$ cat config.mk
export PLATFORM = sky130hd
export DESIGN_NAME = uart_cfg_ctrl
export DESIGN_NICKNAME = d
export VERILOG_FILES = /design/src/rtl/uart_cfg_ctrl.sv
export SDC_FILE = /design/constraint.sdc
export NUM_CORES = 1
export LEC_CHECK = 0
export ABC_AREA = 1
export CAP_MARGIN = 5
export CORE_MARGIN = 4
export CORE_UTILIZATION = 60
export CTS_BUF_LIST = sky130_fd_sc_hd__clkbuf_8
export DETAILED_ROUTE_END_ITERATION = 8
export GPL_ROUTABILITY_DRIVEN = 1
export PLACE_DENSITY = 0.9
export SLEW_MARGIN = 20
export SYNTH_ARGS = -nofsm -noshare
export SYNTH_HDL_FRONTEND = slang
export SYNTH_SLANG_ARGS = --single-unit
$ cat constraint.sdc
create_clock -name clock -period 3.9 [get_ports clock]
set_input_delay 0.78 -clock clock [delete_from_list [all_inputs] [get_ports clock]]
set_output_delay 0.78 -clock clock [all_outputs]
set_load 0.005 [all_outputs]
$ cat src/rtl/uart_cfg_ctrl.sv
`default_nettype none
// ============================================================================
// Module      : uart_cfg_ctrl
// Description : Parses 4-byte sync/addr/data/checksum frames from a UART
//               receiver into config writes, with range, checksum and
//               inter-byte timeout error reporting.
// Revision    : 1.0 - initial release
// ============================================================================
module uart_cfg_ctrl #(
    parameter int TIMEOUT_CLKS = 56260,
    parameter int ADDR_MAX     = 7
) (
    input  logic       clock,
    input  logic       reset_n,
    input  logic [7:0] i_data_byte,
    input  logic       i_data_avail,
    output logic       o_cfg_wr,
    output logic [7:0] o_cfg_addr,
    output logic [7:0] o_cfg_data,
    output logic       o_frame_err,
    output logic [1:0] o_err_code,
    output logic [7:0] o_err_count,
    output logic       o_busy
);

    localparam logic [1:0]  ST_SYNC     = 2'd0;
    localparam logic [1:0]  ST_ADDR     = 2'd1;
    localparam logic [1:0]  ST_DATA     = 2'd2;
    localparam logic [1:0]  ST_CSUM     = 2'd3;
    localparam logic [7:0]  SYNC_BYTE   = 8'hA5;
    localparam logic [7:0]  ADDR_LIMIT  = 8'(ADDR_MAX);
    localparam logic [23:0] IDLE_LAST   = 24'(TIMEOUT_CLKS - 1);
    localparam logic [1:0]  ERR_CSUM    = 2'b01;
    localparam logic [1:0]  ERR_RANGE   = 2'b10;
    localparam logic [1:0]  ERR_TIMEOUT = 2'b11;

    logic [1:0]  state_q, state_d;
    logic [23:0] idle_q, idle_d;
    logic [7:0]  addr_q, addr_d;
    logic [7:0]  data_q, data_d;
    logic        cfg_wr_q, cfg_wr_d;
    logic [7:0]  cfg_addr_q, cfg_addr_d;
    logic [7:0]  cfg_data_q, cfg_data_d;
    logic        frame_err_q, frame_err_d;
    logic [1:0]  err_code_q, err_code_d;
    logic [7:0]  err_count_q, err_count_d;
    logic        busy_q, busy_d;

    logic        timeout;
    logic        frame_end;
    logic        csum_ok;

    // A strobe on the terminal-count cycle suppresses the timeout.
    assign timeout   = (state_q != ST_SYNC) && (idle_q == IDLE_LAST) && !i_data_avail;
    assign frame_end = i_data_avail && (state_q == ST_CSUM);
    assign csum_ok   = (i_data_byte == (SYNC_BYTE ^ addr_q ^ data_q));

    always_ff @(posedge clock or negedge reset_n) begin
        if (!reset_n) begin
            state_q <= ST_SYNC;
        end else begin
            state_q <= state_d;
        end
    end

    always_comb begin
        state_d = state_q;
        if (i_data_avail) begin
            case (state_q)
                ST_SYNC: if (i_data_byte == SYNC_BYTE) state_d = ST_ADDR;
                ST_ADDR: state_d = ST_DATA;
                ST_DATA: state_d = ST_CSUM;
                default: state_d = ST_SYNC;
            endcase
        end else if (timeout) begin
            state_d = ST_SYNC;
        end
    end

    always_comb begin
        cfg_wr_d    = 1'b0;
        frame_err_d = 1'b0;
        cfg_addr_d  = cfg_addr_q;
        cfg_data_d  = cfg_data_q;
        err_code_d  = err_code_q;
        err_count_d = err_count_q;
        busy_d      = (state_d != ST_SYNC);
        addr_d      = addr_q;
        data_d      = data_q;

        if (i_data_avail && (state_q == ST_ADDR)) addr_d = i_data_byte;
        if (i_data_avail && (state_q == ST_DATA)) data_d = i_data_byte;

        // Checksum takes priority over the address range check.
        if (frame_end) begin
            if (!csum_ok) begin
                frame_err_d = 1'b1;
                err_code_d  = ERR_CSUM;
            end else if (addr_q > ADDR_LIMIT) begin
                frame_err_d = 1'b1;
                err_code_d  = ERR_RANGE;
            end else begin
                cfg_wr_d   = 1'b1;
                cfg_addr_d = addr_q;
                cfg_data_d = data_q;
            end
        end else if (timeout) begin
            frame_err_d = 1'b1;
            err_code_d  = ERR_TIMEOUT;
        end

        if (frame_err_d && (err_count_q != 8'hFF)) err_count_d = err_count_q + 8'd1;

        if (i_data_avail || (state_q == ST_SYNC) || timeout) begin
            idle_d = 24'd0;
        end else begin
            idle_d = idle_q + 24'd1;
        end
    end

    always_ff @(posedge clock or negedge reset_n) begin
        if (!reset_n) begin
            idle_q      <= 24'd0;
            addr_q      <= 8'd0;
            data_q      <= 8'd0;
            cfg_wr_q    <= 1'b0;
            cfg_addr_q  <= 8'd0;
            cfg_data_q  <= 8'd0;
            frame_err_q <= 1'b0;
            err_code_q  <= 2'b00;
            err_count_q <= 8'd0;
            busy_q      <= 1'b0;
        end else begin
            idle_q      <= idle_d;
            addr_q      <= addr_d;
            data_q      <= data_d;
            cfg_wr_q    <= cfg_wr_d;
            cfg_addr_q  <= cfg_addr_d;
            cfg_data_q  <= cfg_data_d;
            frame_err_q <= frame_err_d;
            err_code_q  <= err_code_d;
            err_count_q <= err_count_d;
            busy_q      <= busy_d;
        end
    end

    assign o_cfg_wr    = cfg_wr_q;
    assign o_cfg_addr  = cfg_addr_q;
    assign o_cfg_data  = cfg_data_q;
    assign o_frame_err = frame_err_q;
    assign o_err_code  = err_code_q;
    assign o_err_count = err_count_q;
    assign o_busy      = busy_q;

endmodule
`default_nettype wire

Word level (Yosys, flattened, before mapping)
Index checks and enable logic that the tools add are counted.
- bits in registers: 71
- latch bits: 0
- RAM bits: 0
- bits in read-only memories: 0
- memories: 0
- $add $sub $neg: 2
- multiply operators: 0
- div/mod/pow operators: 0
- $lt $le $gt $ge: 1
- equality and inequality tests: 8
- shift operators: 0
- multiplexer cells: 16
- bitwise logic cells: 3
- reduce and logical (&&, ||, !) cells: 15
- operator list (operator ; count):
    $add A24 B1 Y24 const B ; 1
    $eq A24 B16 Y1 const B ; 1
    $mux W24 ; 1
    $mux W2 ; 7
    $add A8 B1 Y8 const B ; 1
    $eq A8 B8 Y1 ; 1
    $eq A8 B8 Y1 const B ; 1
    $gt A8 B3 Y1 const B ; 1
    $ne A8 B8 Y1 const B ; 1
    $xor A8 B8 Y8 ; 1
    $mux W1 ; 7
    $logic_and A1 B1 Y1 ; 6
    $pmux W2 S3 ; 1
    $reduce_bool A2 Y1 ; 3
    $eq A2 B2 Y1 const B ; 2
    $not A4 Y4 ; 1
    $ne A3 B2 Y1 const B ; 1
    $reduce_and A3 Y1 ; 1
    $eq A2 B1 Y1 const B ; 1
    $logic_not A2 Y1 ; 1
    $logic_or A1 B1 Y1 ; 2
    $reduce_and A2 Y1 ; 1
    $logic_not A1 Y1 ; 1
    $not A1 Y1 ; 1

Longest topological paths before layout
Gate-level depths: netlist of the first run.
- depth in word-level cells: 6
- mapped depth: 13
- depth with buffers taken out: 13

Worst setup path after synthesis of the first run
Ideal clock, no wire load.
- path type: input to register
- from: in i_data_byte[6]
- to: reg err_count_q[2], in the netlist o_err_count[2]
- setup time: 0.119 ns
- arrival time: 1.682 ns
- required time: 3.781 ns
- slack: 2.099 ns
- cell stages on the path: 12
- buffers on the path: 2
- path through: inv_2 nand2_1 nand2_1 nand2_1 nand2_1 nand2_1 nor2_2 nand3_2 buf_6 buf_6 nand4_1 nand2_1
- cells in the longest elaborated chain, start to end: 4
- RTL lines (what ; line ; RTL):
    start, declared ; 15 ; input logic [7:0] i_data_byte,
    $eq A8 B8 Y1 ; 56 ; assign csum_ok = (i_data_byte == (SYNC_BYTE ^ addr_q ^ data_q));
    $mux W1 ; 96 ; if (!csum_ok) begin
    $mux W1 ; 95 ; if (frame_end) begin
    $logic_and A1 B1 Y1 ; 112 ; if (frame_err_d && (err_count_q != 8'hFF)) err_count_d = err_count_q + 8'd1;
    end signal, assigned ; 142 ; err_count_q <= err_count_d;
    end, declared ; 46 ; logic [7:0] err_count_q, err_count_d;
No other way between the ends.
A chain may end at the register's enable or synchronous reset.

Worst setup path after layout of the first run
- from: in i_data_avail
- to: reg cfg_data_q[6], in the netlist o_cfg_data[6]
- cells in the longest elaborated chain, start to end: 2
- RTL lines (what ; line ; RTL):
    start, declared ; 16 ; input logic i_data_avail,
    $logic_and A1 B1 Y1 ; 55 ; assign frame_end = i_data_avail && (state_q == ST_CSUM);
    $reduce_and A3 Y1 (no source line) ; - ;
    end signal, assigned ; 139 ; cfg_data_q <= cfg_data_d;
    end, declared ; 43 ; logic [7:0] cfg_data_q, cfg_data_d;
No other way between the ends.

==> results.md, run 1 <==
- The per-cell routed wire length is 13.2 um.
- Detailed routing inserted a total of 3,106 vias.
- In the routed design, unresolved DRC markers number 0.
- After the first detailed-routing iteration, the DRC count stood at 225.
- The number of nets handed over by synthesis was 471.
- The flow ran to the end, and the final reports show no timing, DRC or antenna violations.
- Across the VDD grid, the largest voltage drop is 0.000396 V.
- The area growth from synthesis to layout is 18.2%.
- The biggest fanout along the worst timing path is 22.
- The class of the most critical hold timing path is in -> async.
- The CTS tree is done.
- The I/O pin total is 40.
- For this run, the top clock speed supported by timing is 425 MHz.
- Of the total power, registers draw 0.430.
- The total power draw is 2.27 mW.
- The category of the worst setup path launch point is a primary input.
- The longest clock path from root to sink contains 2 buffers.
- The via count of the first global-routing pass was 2,990.
- The first global-routing pass estimated 13,100 um of wire.
- In this run, post-CTS hold repair placed 0 buffers.
- Detailed routing placed a total of 3740 um of wire on met2.
- The post-CTS clock slew at the launch and capture registers of the worst setup and hold paths is 0.08 ns.
- Of the total power, the clock network draws 0.305.
- After routing the design area is 4340 um^2.
- For this run, the total global-route usage over all layers was measured as 0.225.
- The antenna diode count is 0.
- The count of synthesis-stage warnings from yosys is 0.
- The average cell area after synthesis is 8.08 um^2.
- The buffer count from post-CTS setup fixing is 0.
- For this design the total switching power over the nets is 0.753 mW.
- The clock period could shrink to 2.35 ns.
- The share of the cycle needed by the critical path after routing is 0.603.
- The total area inside the core boundary comes to 5920 um^2.
- Internal power comes to 1.51 mW.
- The count of different cell masters after synthesis is 29.
- The wire length on met1 is 3290 um.
- The data required time at the worst endpoint is 4.14 ns.
- The number of max-cap violations is 0.
- The worst setup slack after layout is 1.55 ns.
- At the placement stage, the worst setup path has a slack of 1.18 ns.
- The die covers 7430 um^2.
- Using the TritonRoute via totals, the vias-per-cell ratio works out to 5.37.
- The gate count of the mapped netlist is 454.
- The clock latency on the worst-skew pair is 0.35 ns.
- The number of pins exceeding their max-slew limit in the final report came to 0.
- The total setup violations reported at the end of the flow is 0.
- The share of the Yosys chip area taken by registers is 0.484.
- The power density over cell area is 522 nW/um^2.
- At the end of the flow, the number of nets in the layout was 515.
- The wire-length estimate of the detail-placed layout is 5610 um.
- The width of the chip is 86.2 um.
- The standby leakage power is 2.09 nW.
- The worst setup path is captured at a register.
- The critical path start-end classification is in -> reg.
- The part of the power in combinational logic is 0.264.
- The die boundary height is 86.2 um.
- Clock tree synthesis found a total of 71 sinks.
- Summed over all layers, the routed wires come to 7630 um.
- The library cell used most frequently in the layout, excluding fill and tap cells, is nand2_1.
- The area of the mapped netlist is 3670 um^2.
- The pin slew with the least headroom to its limit is 0.573 ns.
- The first detailed-routing pass ran for 7 iterations.
- The initial standard-cell utilization of the core is 0.620.
- STA puts the critical path data arrival time at 2.59 ns.
- The maximum number of pins on one net before global-route repair is 48.
- After clock tree synthesis, the repair step resized 0 gates.
- For the final database, setup skew stands at 0.0115 ns.
- The H-tree was split into 3 levels.
- The total congestion overflow is 0.
- The ratio of cells with drive above 1 in the final layout is 0.121.
- The count of standard-cell rows is 28.
- The synthesized design contains 71 register bits.
- The switching share of power is 0.332.
- The routed length on met3 is 455 um.
- The initial antenna violation count came to 0.
- In the layout the commonest cells are nand2_1 (138), dfrtp_1 (71), inv_1 (49).
- Routability-driven placement finished with a final weighted congestion of 0.885.
- Input and output buffers added on the ports amount to 39.
- Setup repair after global routing left no endpoint under its margin.
- The end-of-flow core utilization is 0.733.
- The cell area reported after detailed placement is 4100 um^2.
- Clock tree synthesis inserted a total of 9 buffers.
- The setup total negative slack is 0 ns.
- The antenna violation net count after detailed routing is 0.
- Routed signal wires occupy layers up through met4.
- The final hold violation count came to 0.
- The tree is rooted in a clkbuf_8.
- Headroom to the max-slew limit came out at 0.618.
-- layout make-up --
| cell class | count | area (um^2) |
|---|---|---|
| Multi-Input combinational cell | 311 | 1590 |
| Clock buffer | 9 | 124 |
| Fill cell | 393 | 1580 |
| Clock inverter | 7 | 114 |
| Tap cell | 75 | 93.8 |
| Inverter | 64 | 240 |
| Sequential cell | 71 | 1780 |
| Timing Repair Buffer | 41 | 400 |
-- state kept, by name (all words and copies together) (netlist names) --
register,flops
o_cfg_wr,1
o_err_count,8
idle_q,24
o_cfg_data,8
o_err_code,2
o_busy,1
data_q,8
o_cfg_addr,8
o_frame_err,1
state_q,2
addr_q,8
-- metal layers --
metal / track usage / vias to the layer above
li1: - / 1528
met1: 0.291 / 1460
met2: 0.372 / 102
met3: 0.0447 / 16
met4: 0.0949 / 0
met5: 0 / -
-- metrics by stage --
step | cells | hold slack (ns)
3_3_place_gp | 562 | 0.446
3_5_place_dp | 562 | 0.452
6_report | 578 | 0.416
4_1_cts | 578 | 0.427
2_1_floorplan | 454 | 0.433
5_1_grt | 578 | 0.443
-- path summary, 6_finish.rpt --
kind                            slack (ns)             to    startpoint  cells after the start
worst max register to register        1.95     idle_q[14]    state_q[0]                     11
max in group asynchronous             2.50  o_cfg_addr[5]       reset_n                      2
min in group clock                    0.46      idle_q[0]     idle_q[0]                      1
worst max-delay path                  1.55  o_cfg_data[6]  i_data_avail                      7
worst min-delay path                  0.42      addr_q[3]       reset_n                      1
worst min register to register        0.46      idle_q[0]     idle_q[0]                      1
-- cell usage after synthesis (all sizes together) --
cell type | number | area, um^2
a21oi | 4 | 20.0
buf | 6 | 55.1
clkbuf | 2 | 7.51
dfrtp | 71 | 1780
ha | 6 | 75.1
inv | 64 | 240
nand2 | 142 | 548
nand3 | 22 | 125
nand4 | 21 | 131
nor2 | 47 | 194
nor3 | 10 | 60.1
nor3b | 5 | 42.5
nor4 | 1 | 12.5
o21a | 1 | 7.51
o21ai | 32 | 201
o22ai | 1 | 6.26
xnor2 | 7 | 61.3
xor2 | 12 | 105
-- power groups by stage --
stage               sequential (mW)  combinational [mW]  clock, mW
finish                        0.976               0.599      0.692
CTS                           0.974               0.602      0.701
floorplan                     0.967               0.405          0
detailed placement            0.985               0.594          0
global route                  0.997               0.689      0.739
global placement              0.983               0.561          0
-- logic make-up after synthesis --
family                     Yosys count  share of synthesized area
and+or+nand+nor                    248                      0.303
buffers and inverters               72                     0.0825
DFF                                 71                      0.484
AOI/OAI and AO/OA                   38                     0.0641
xor gates and xnor gates            19                     0.0453
adders and majority gates            6                     0.0205
-- critical path, stage by stage --
cell,delay (ns)
clkdlybuf4s50_1,0.56
nand2_2,0.12
nor4_2,0.25
nand3_2,0.36
buf_4,0.36
nand2_1,0.11
o21ai_2,0.05
(Power assumes the default switching activity.)
==> run 2, diff against run 1 <==
--- a/config.mk
+++ b/config.mk
@@ -8,11 +8,11 @@
 export ABC_AREA = 1
 export CAP_MARGIN = 5
 export CORE_MARGIN = 4
-export CORE_UTILIZATION = 60
+export CORE_UTILIZATION = 58
 export CTS_BUF_LIST = sky130_fd_sc_hd__clkbuf_8
 export DETAILED_ROUTE_END_ITERATION = 8
 export GPL_ROUTABILITY_DRIVEN = 1
-export PLACE_DENSITY = 0.9
+export PLACE_DENSITY = 0.88
 export SLEW_MARGIN = 20
 export SYNTH_ARGS = -nofsm -noshare
 export SYNTH_HDL_FRONTEND = slang
==> constraint.sdc (replaced) <==
create_clock -name clock -period 2.3 [get_ports clock]
set_input_delay 0.46 -clock clock [delete_from_list [all_inputs] [get_ports clock]]
set_output_delay 0.46 -clock clock [all_outputs]
set_load 0.005 [all_outputs]
==> run 2 against run 1 <==
Non-clock buffer count up 3. Clock power up 65%. Critical path type is now reg -> reg. Largest cell class unchanged. Sequential share of layout area shrank 0.27 points. Count of clock-buffer cells in the layout grew 2. Worst setup slack worse by 1.1 ns.
==> results.md, run 2 (synthesis results as in run 1) <==
- The clock tree root driver cell is clkbuf_8 (unchanged).
- The biggest fanout along the worst timing path was 10 (was 22).
- The setup total negative slack came to 0 ns (unchanged).
- The width of the chip is 87.5 um (was 86.2 um).
- The area growth from synthesis to layout was 19.0% (was 18.2%).
- The final hold violation count came to 0 (unchanged).
- The per-cell routed wire length was 13.6 um (was 13.2 um).
- The final cell count without fillers is 581 (was 578).
- The time the worst path needs with I/O delays and setup is 1.87 ns.
- The area of the core region is 6030 um^2 (was 5920 um^2).
- The highest clock rate is 535 MHz.
- The critical path start-end classification was reg -> reg (was in -> reg).
- The post-detailed-placement half-perimeter wirelength is 5800 um (was 5610 um).
- The peak supply drop is 0.000743 V (was 0.000396 V).
- The wire length of the first global-routing pass is 13,500 um (was 13,100 um).
- The pin slew with the least headroom to its limit was 0.539 ns (was 0.573 ns).
- The post-CTS clock slew at the launch and capture registers of the worst setup and hold paths was 0.08 ns (about the same).
- The CTS tree is done (unchanged).
- The category of the worst setup path launch point is a register (was primary input).
- The total setup violations reported at the end of the flow is 0 (unchanged).
- The number of max-cap violations is 0 (unchanged).
- The number of pins exceeding their max-slew limit in the final report is 0 (unchanged).
- Most used cells in the layout excluding fill and tap cells: nand2_1 (138), dfrtp_1 (71), inv_1 (47) (was nand2_1 (138), dfrtp_1 (71), inv_1 (49)).
- The register with the most flip-flops is idle_q (unchanged).
- The I/O pin total was 40 (unchanged).
- The data arrival time of the critical path is 2.11 ns (was 2.59 ns).
- The worst hold slack came to 0.0927 ns (was 0.416 ns).
- The data required time at the worst endpoint is 2.54 ns (was 4.14 ns).
- The ratio of cells with drive above 1 in the final layout was 0.130 (was 0.121).
- The count of standard-cell rows came to 28 (unchanged).
- The total placed cells including tap cells came to 565 (was 562).
- The total congestion overflow is 0 (unchanged).
- The clock latency on the worst-skew pair is 0.35 ns (about the same).
- The initial standard-cell utilization of the core came to 0.609 (was 0.620).
- The number of remaining DRC errors was 0 (unchanged).
- The level count of the clock H-tree is 3 (unchanged).
- Setup repair after global routing missed its margin: no (unchanged).
- The initial antenna violation count is 0 (unchanged).
- The number of flip-flops in the largest register is 24 (unchanged).
- The standby leakage power was 2.10 nW (was 2.09 nW).
- Status: completed (unchanged).
- The power density over cell area is 877 nW/um^2 (was 522 nW/um^2).
- The slack of the worst reg-to-reg path is 0.43 ns (was 1.95 ns).
- The post-route cell area was 4370 um^2 (was 4340 um^2).
- The clock buffer count from CTS came to 9 (unchanged).
- The kind of end point of the critical path is a register (unchanged).
- The count of instances resized after the clock tree is built is 0 (unchanged).
- The maximum number of pins on one net before global-route repair is 33 (was 48).
- The iteration-0 DRC count of the detailed router came to 267 (was 225).
- The final weighted congestion in routability-driven placement is 0.934 (was 0.885).
- The number of buffers between clock root and the deepest sink is 2 (unchanged).
- The number of vias after detailed routing came to 3,168 (was 3,106).
- The antenna diode count is 0 (unchanged).
- The cts-stage hold buffer count is 0 (unchanged).
- The global routing usage summed across all routing layers is 0.227 (was 0.225).
- The class of the most critical hold timing path is in -> async (unchanged).
- Of the available clock period, the critical path in the final layout requires 0.813.
- The total number of clock tree sinks was 71 (unchanged).
- The post-placement setup slack came to 0.0921 ns (was 1.18 ns).
- The iteration count of the initial detailed-routing pass is 5 (was 7).
- The normalized max-slew margin is 0.641 (was 0.618).
- The number of nets in the finished design is 518 (was 515).
- The die area is 7660 um^2 (was 7430 um^2).
- The die boundary height came to 87.5 um (was 86.2 um).
- The cell area reported after detailed placement was 4140 um^2 (was 4100 um^2).
- The total wire length after detailed routing is 7890 um (was 7630 um).
- The buffer count from post-CTS setup fixing is 0 (unchanged).
- The most common cell after layout, fill and taps aside was nand2_1 (unchanged).
- The via count of the first global-routing pass is 2,957 (was 2,990).
- The count of port buffers added during placement is 39 (unchanged).
- The antenna violation net count after detailed routing was 0 (unchanged).
- The maximum clock skew at final layout came to 0.0114 ns (was 0.0115 ns).
- The worst setup slack after layout is 0.431 ns (was 1.55 ns).
- The number of vias per cell is 5.45 (was 5.37).
## run 2: worst max-delay path: stages (launching register included)
cell     delay, ns
dfrtp_1       0.40
inv_1         0.10
ha_1          0.23
inv_1         0.09
nand2_1       0.06
nor2_1        0.08
nand2_1       0.07
nor2_2        0.10
nand3_1       0.13
nand2_4       0.16
nand3_2       0.19
nand2_1       0.12
nand2_1       0.05
## run 2: report_power, final
part / switching [mW] / total [mW] / internal (mW)
clock: 0.474 / 1.14 / 0.668
combinational: 0.633 / 1.03 / 0.401
sequential: 0.193 / 1.66 / 1.46
## run 2: metal layers
layer	vias up	GRT usage	part of all wire
met5	-	0	0
met4	0	0.110	0.028
met3	23	0.0499	0.061
met2	112	0.358	0.49
met1	1503	0.297	0.42
li1	1530	-	-
## run 2: final cells by class
| type | count | area [um^2] |
|---|---|---|
| Timing Repair Buffer | 44 | 435 |
| Clock buffer | 11 | 151 |
| Fill cell | 461 | 1660 |
| Inverter | 64 | 240 |
| Clock inverter | 5 | 80.1 |
| Tap cell | 75 | 93.8 |
| Multi-Input combinational cell | 311 | 1590 |
| Sequential cell | 71 | 1780 |
## run 2: final timing paths
path	startpoint	endpoint	cells past startpoint
max	state_q[0]	o_err_count[7]	12
min	reset_n	addr_q[7]	1
max reg2reg	state_q[0]	o_err_count[7]	12
min reg2reg	idle_q[0]	idle_q[0]	1
max in group asynchronous	reset_n	idle_q[15]	2
min in group clock	idle_q[0]	idle_q[0]	1
## run 2: through the flow
step                      total power, mW   util
after floorplan                      2.33      -
after global placement               2.63  0.686
after detailed placement             2.70  0.686
after CTS                            3.85  0.725
after global routing                 4.09  0.725
final                                3.83  0.725
==> RTL edit: new RTL, config.mk and constraints of run 1 <==
The output `o_frame_err` loses its register stage (`frame_err_q` becomes a continuous assignment).
--- a/src/rtl/uart_cfg_ctrl.sv
+++ b/src/rtl/uart_cfg_ctrl.sv
@@ -126,7 +126,6 @@
             cfg_wr_q    <= 1'b0;
             cfg_addr_q  <= 8'd0;
             cfg_data_q  <= 8'd0;
-            frame_err_q <= 1'b0;
             err_code_q  <= 2'b00;
             err_count_q <= 8'd0;
             busy_q      <= 1'b0;
@@ -137,12 +136,13 @@
             cfg_wr_q    <= cfg_wr_d;
             cfg_addr_q  <= cfg_addr_d;
             cfg_data_q  <= cfg_data_d;
-            frame_err_q <= frame_err_d;
             err_code_q  <= err_code_d;
             err_count_q <= err_count_d;
             busy_q      <= busy_d;
         end
     end
+
+    assign frame_err_q = frame_err_d;
 
     assign o_cfg_wr    = cfg_wr_q;
     assign o_cfg_addr  = cfg_addr_q;
Check against the original RTL: not equivalent (Yosys sat finds a counterexample within 4 cycles, from zero or initial values and one cycle with reset_n low).
==> RTL edit against run 1 <==
Area after synthesis down 0.68%; sequential cell count down 1; design area down 2.0%; die area down 0.61%; utilization down 1.5 points; hold slack better by 0.027 ns; power down 8.4%; synthesized cell count down 0.22%; clock power down 24%; routed wire length down 1.1%; worst setup slack worse by 0.86 ns; critical path type is now primary input to primary output.
==> RTL edit: results (changes against run 1) <==
INFO  final_layout   fillers=439 [was 393]
INFO  pwr            comb-power=0.584mW [was 0.599 mW]
INFO  timing         final.setup_skew=0.00524ns [was 0.0115 ns]
INFO  status         outcome=complete, no violations [unchanged]
INFO  floorplanning  die_area=7390um^2 [was 7430 um^2]
INFO  setup_path     crit_arrival=2.43ns [was 2.59 ns]
INFO  pwr            p_sw=0.736mW [was 0.753 mW]
INFO  grt            groute.layer.met1.usage=0.294 [was 0.291]
INFO  detailed_routing routed-via-count=3041 [was 3106]
INFO  final_layout   non_clock_buffer_area_share=0.0942 [was 0.0923]
INFO  placement      place_worst_setup_slack=0.700ns [was 1.18 ns]
INFO  setup_path     cp_max_fo=10 [was 22]
INFO  synthesis      synth.top_cells.by_area=sky130_fd_sc_hd__dfrtp_1 (48%), sky130_fd_sc_hd__nand2_1 (14%), sky130_fd_sc_hd__inv_1 (4.8%), sky130_fd_sc_hd__nor2_1 (4.3%), sky130_fd_sc_hd__nand4_1 (3.6%) [unchanged]
INFO  synthesis      ys_seq_elements=70 [was 71]
INFO  synthesis      synth.cells.most_frequent=sky130_fd_sc_hd__nand2_1 (138), sky130_fd_sc_hd__dfrtp_1 (70), sky130_fd_sc_hd__inv_1 (47), sky130_fd_sc_hd__nor2_1 (42), sky130_fd_sc_hd__nand4_1 (21) [was sky130_fd_sc_hd__nand2_1 (138), sky130_fd_sc_hd__dfrtp_1 (71), sky130_fd_sc_hd__inv_1 (47), sky130_fd_sc_hd__nor2_1 (42), sky130_fd_sc_hd__nand4_1 (21)]
INFO  final_layout   layout.nets=514 [was 515]
INFO  final_layout   seq-cell-share=0.412 [was 0.409]
INFO  timing         timing_worst_slew_pin_value=0.620ns [was 0.573 ns]
INFO  detailed_routing drtPass1Iterations=4 [was 7]
INFO  final_layout   clockNetworkAreaShare=0.0409 [was 0.0548]
INFO  final_layout   post_route_cells_drive_above_1_share=0.124 [was 0.121]
INFO  placement      routabilityCongestion=0.937 [was 0.885]
INFO  grt            globalRouteTotalUtil=0.227 [was 0.225]
INFO  pwr            ir_worst_vdd=0.346mV [was 0.396 mV]
INFO  synthesis      syn-instance-count=453 [was 454]
INFO  grt            groute.layer.met3.usage=0.0538 [was 0.0447]
INFO  placement      placedInstanceArea=4080um^2 [was 4100 um^2]
INFO  detailed_routing detail_route.vias_per_cell=5.28 [was 5.37]
INFO  synthesis      synth_sequential_area_ratio=0.481 [was 0.484]
[RTL edit: cell count changes after synthesis]
cell                      delta
sky130_fd_sc_hd__dfrtp_1     -1
[RTL edit: stage by stage]
step / power (mW) / util
4_1_cts: 2.08 / 0.718
2_1_floorplan: 1.36 / -
6_report: 2.08 / 0.718
5_1_grt: 2.24 / 0.718
3_3_place_gp: 1.53 / 0.689
3_5_place_dp: 1.56 / 0.689
[RTL edit: worst paths after layout]
kind | endpoint | slack (ns) | cells after the start
min | state_q[0] | 0.44 | 1
max in group asynchronous | idle_q[17] | 2.49 | 2
max | o_frame_err | 0.69 | 7
min reg2reg | idle_q[0] | 0.47 | 1
min in group clock | idle_q[0] | 0.47 | 1
max reg2reg | idle_q[14] | 1.91 | 11
[RTL edit: critical path: stages]
cell and delay (ns):
sky130_fd_sc_hd__clkdlybuf4s50_1 0.49, sky130_fd_sc_hd__inv_1 0.19, sky130_fd_sc_hd__nand3_1 0.15, sky130_fd_sc_hd__nand2_4 0.16, sky130_fd_sc_hd__nand2_2 0.10, sky130_fd_sc_hd__inv_1 0.06, sky130_fd_sc_hd__clkdlybuf4s50_1 0.49
[RTL edit: routing by layer]
| layer | vias to the layer above | routed length (um) | part of all wire |
|---|---|---|---|
| li1 | 1517 | - | - |
| met4 | 0 | 161 | 0.021 |
| met1 | 1442 | 3360 | 0.45 |
| met3 | 16 | 322 | 0.043 |
| met5 | - | 0 | 0 |
| met2 | 66 | 3700 | 0.49 |
[RTL edit: kinds of logic (layout without fill, tap and decap cells)]
family	count (synthesis)	after routing	share of synthesized area
flip-flops	70	70	0.481
adder cells (fa/ha/maj)	6	6	0.0206
AND/OR/NAND/NOR	248	248	0.306
XOR/XNOR	19	19	0.0457
AO/OA/AOI/OAI	38	38	0.0645
buffers and inverters	72	120	0.0831
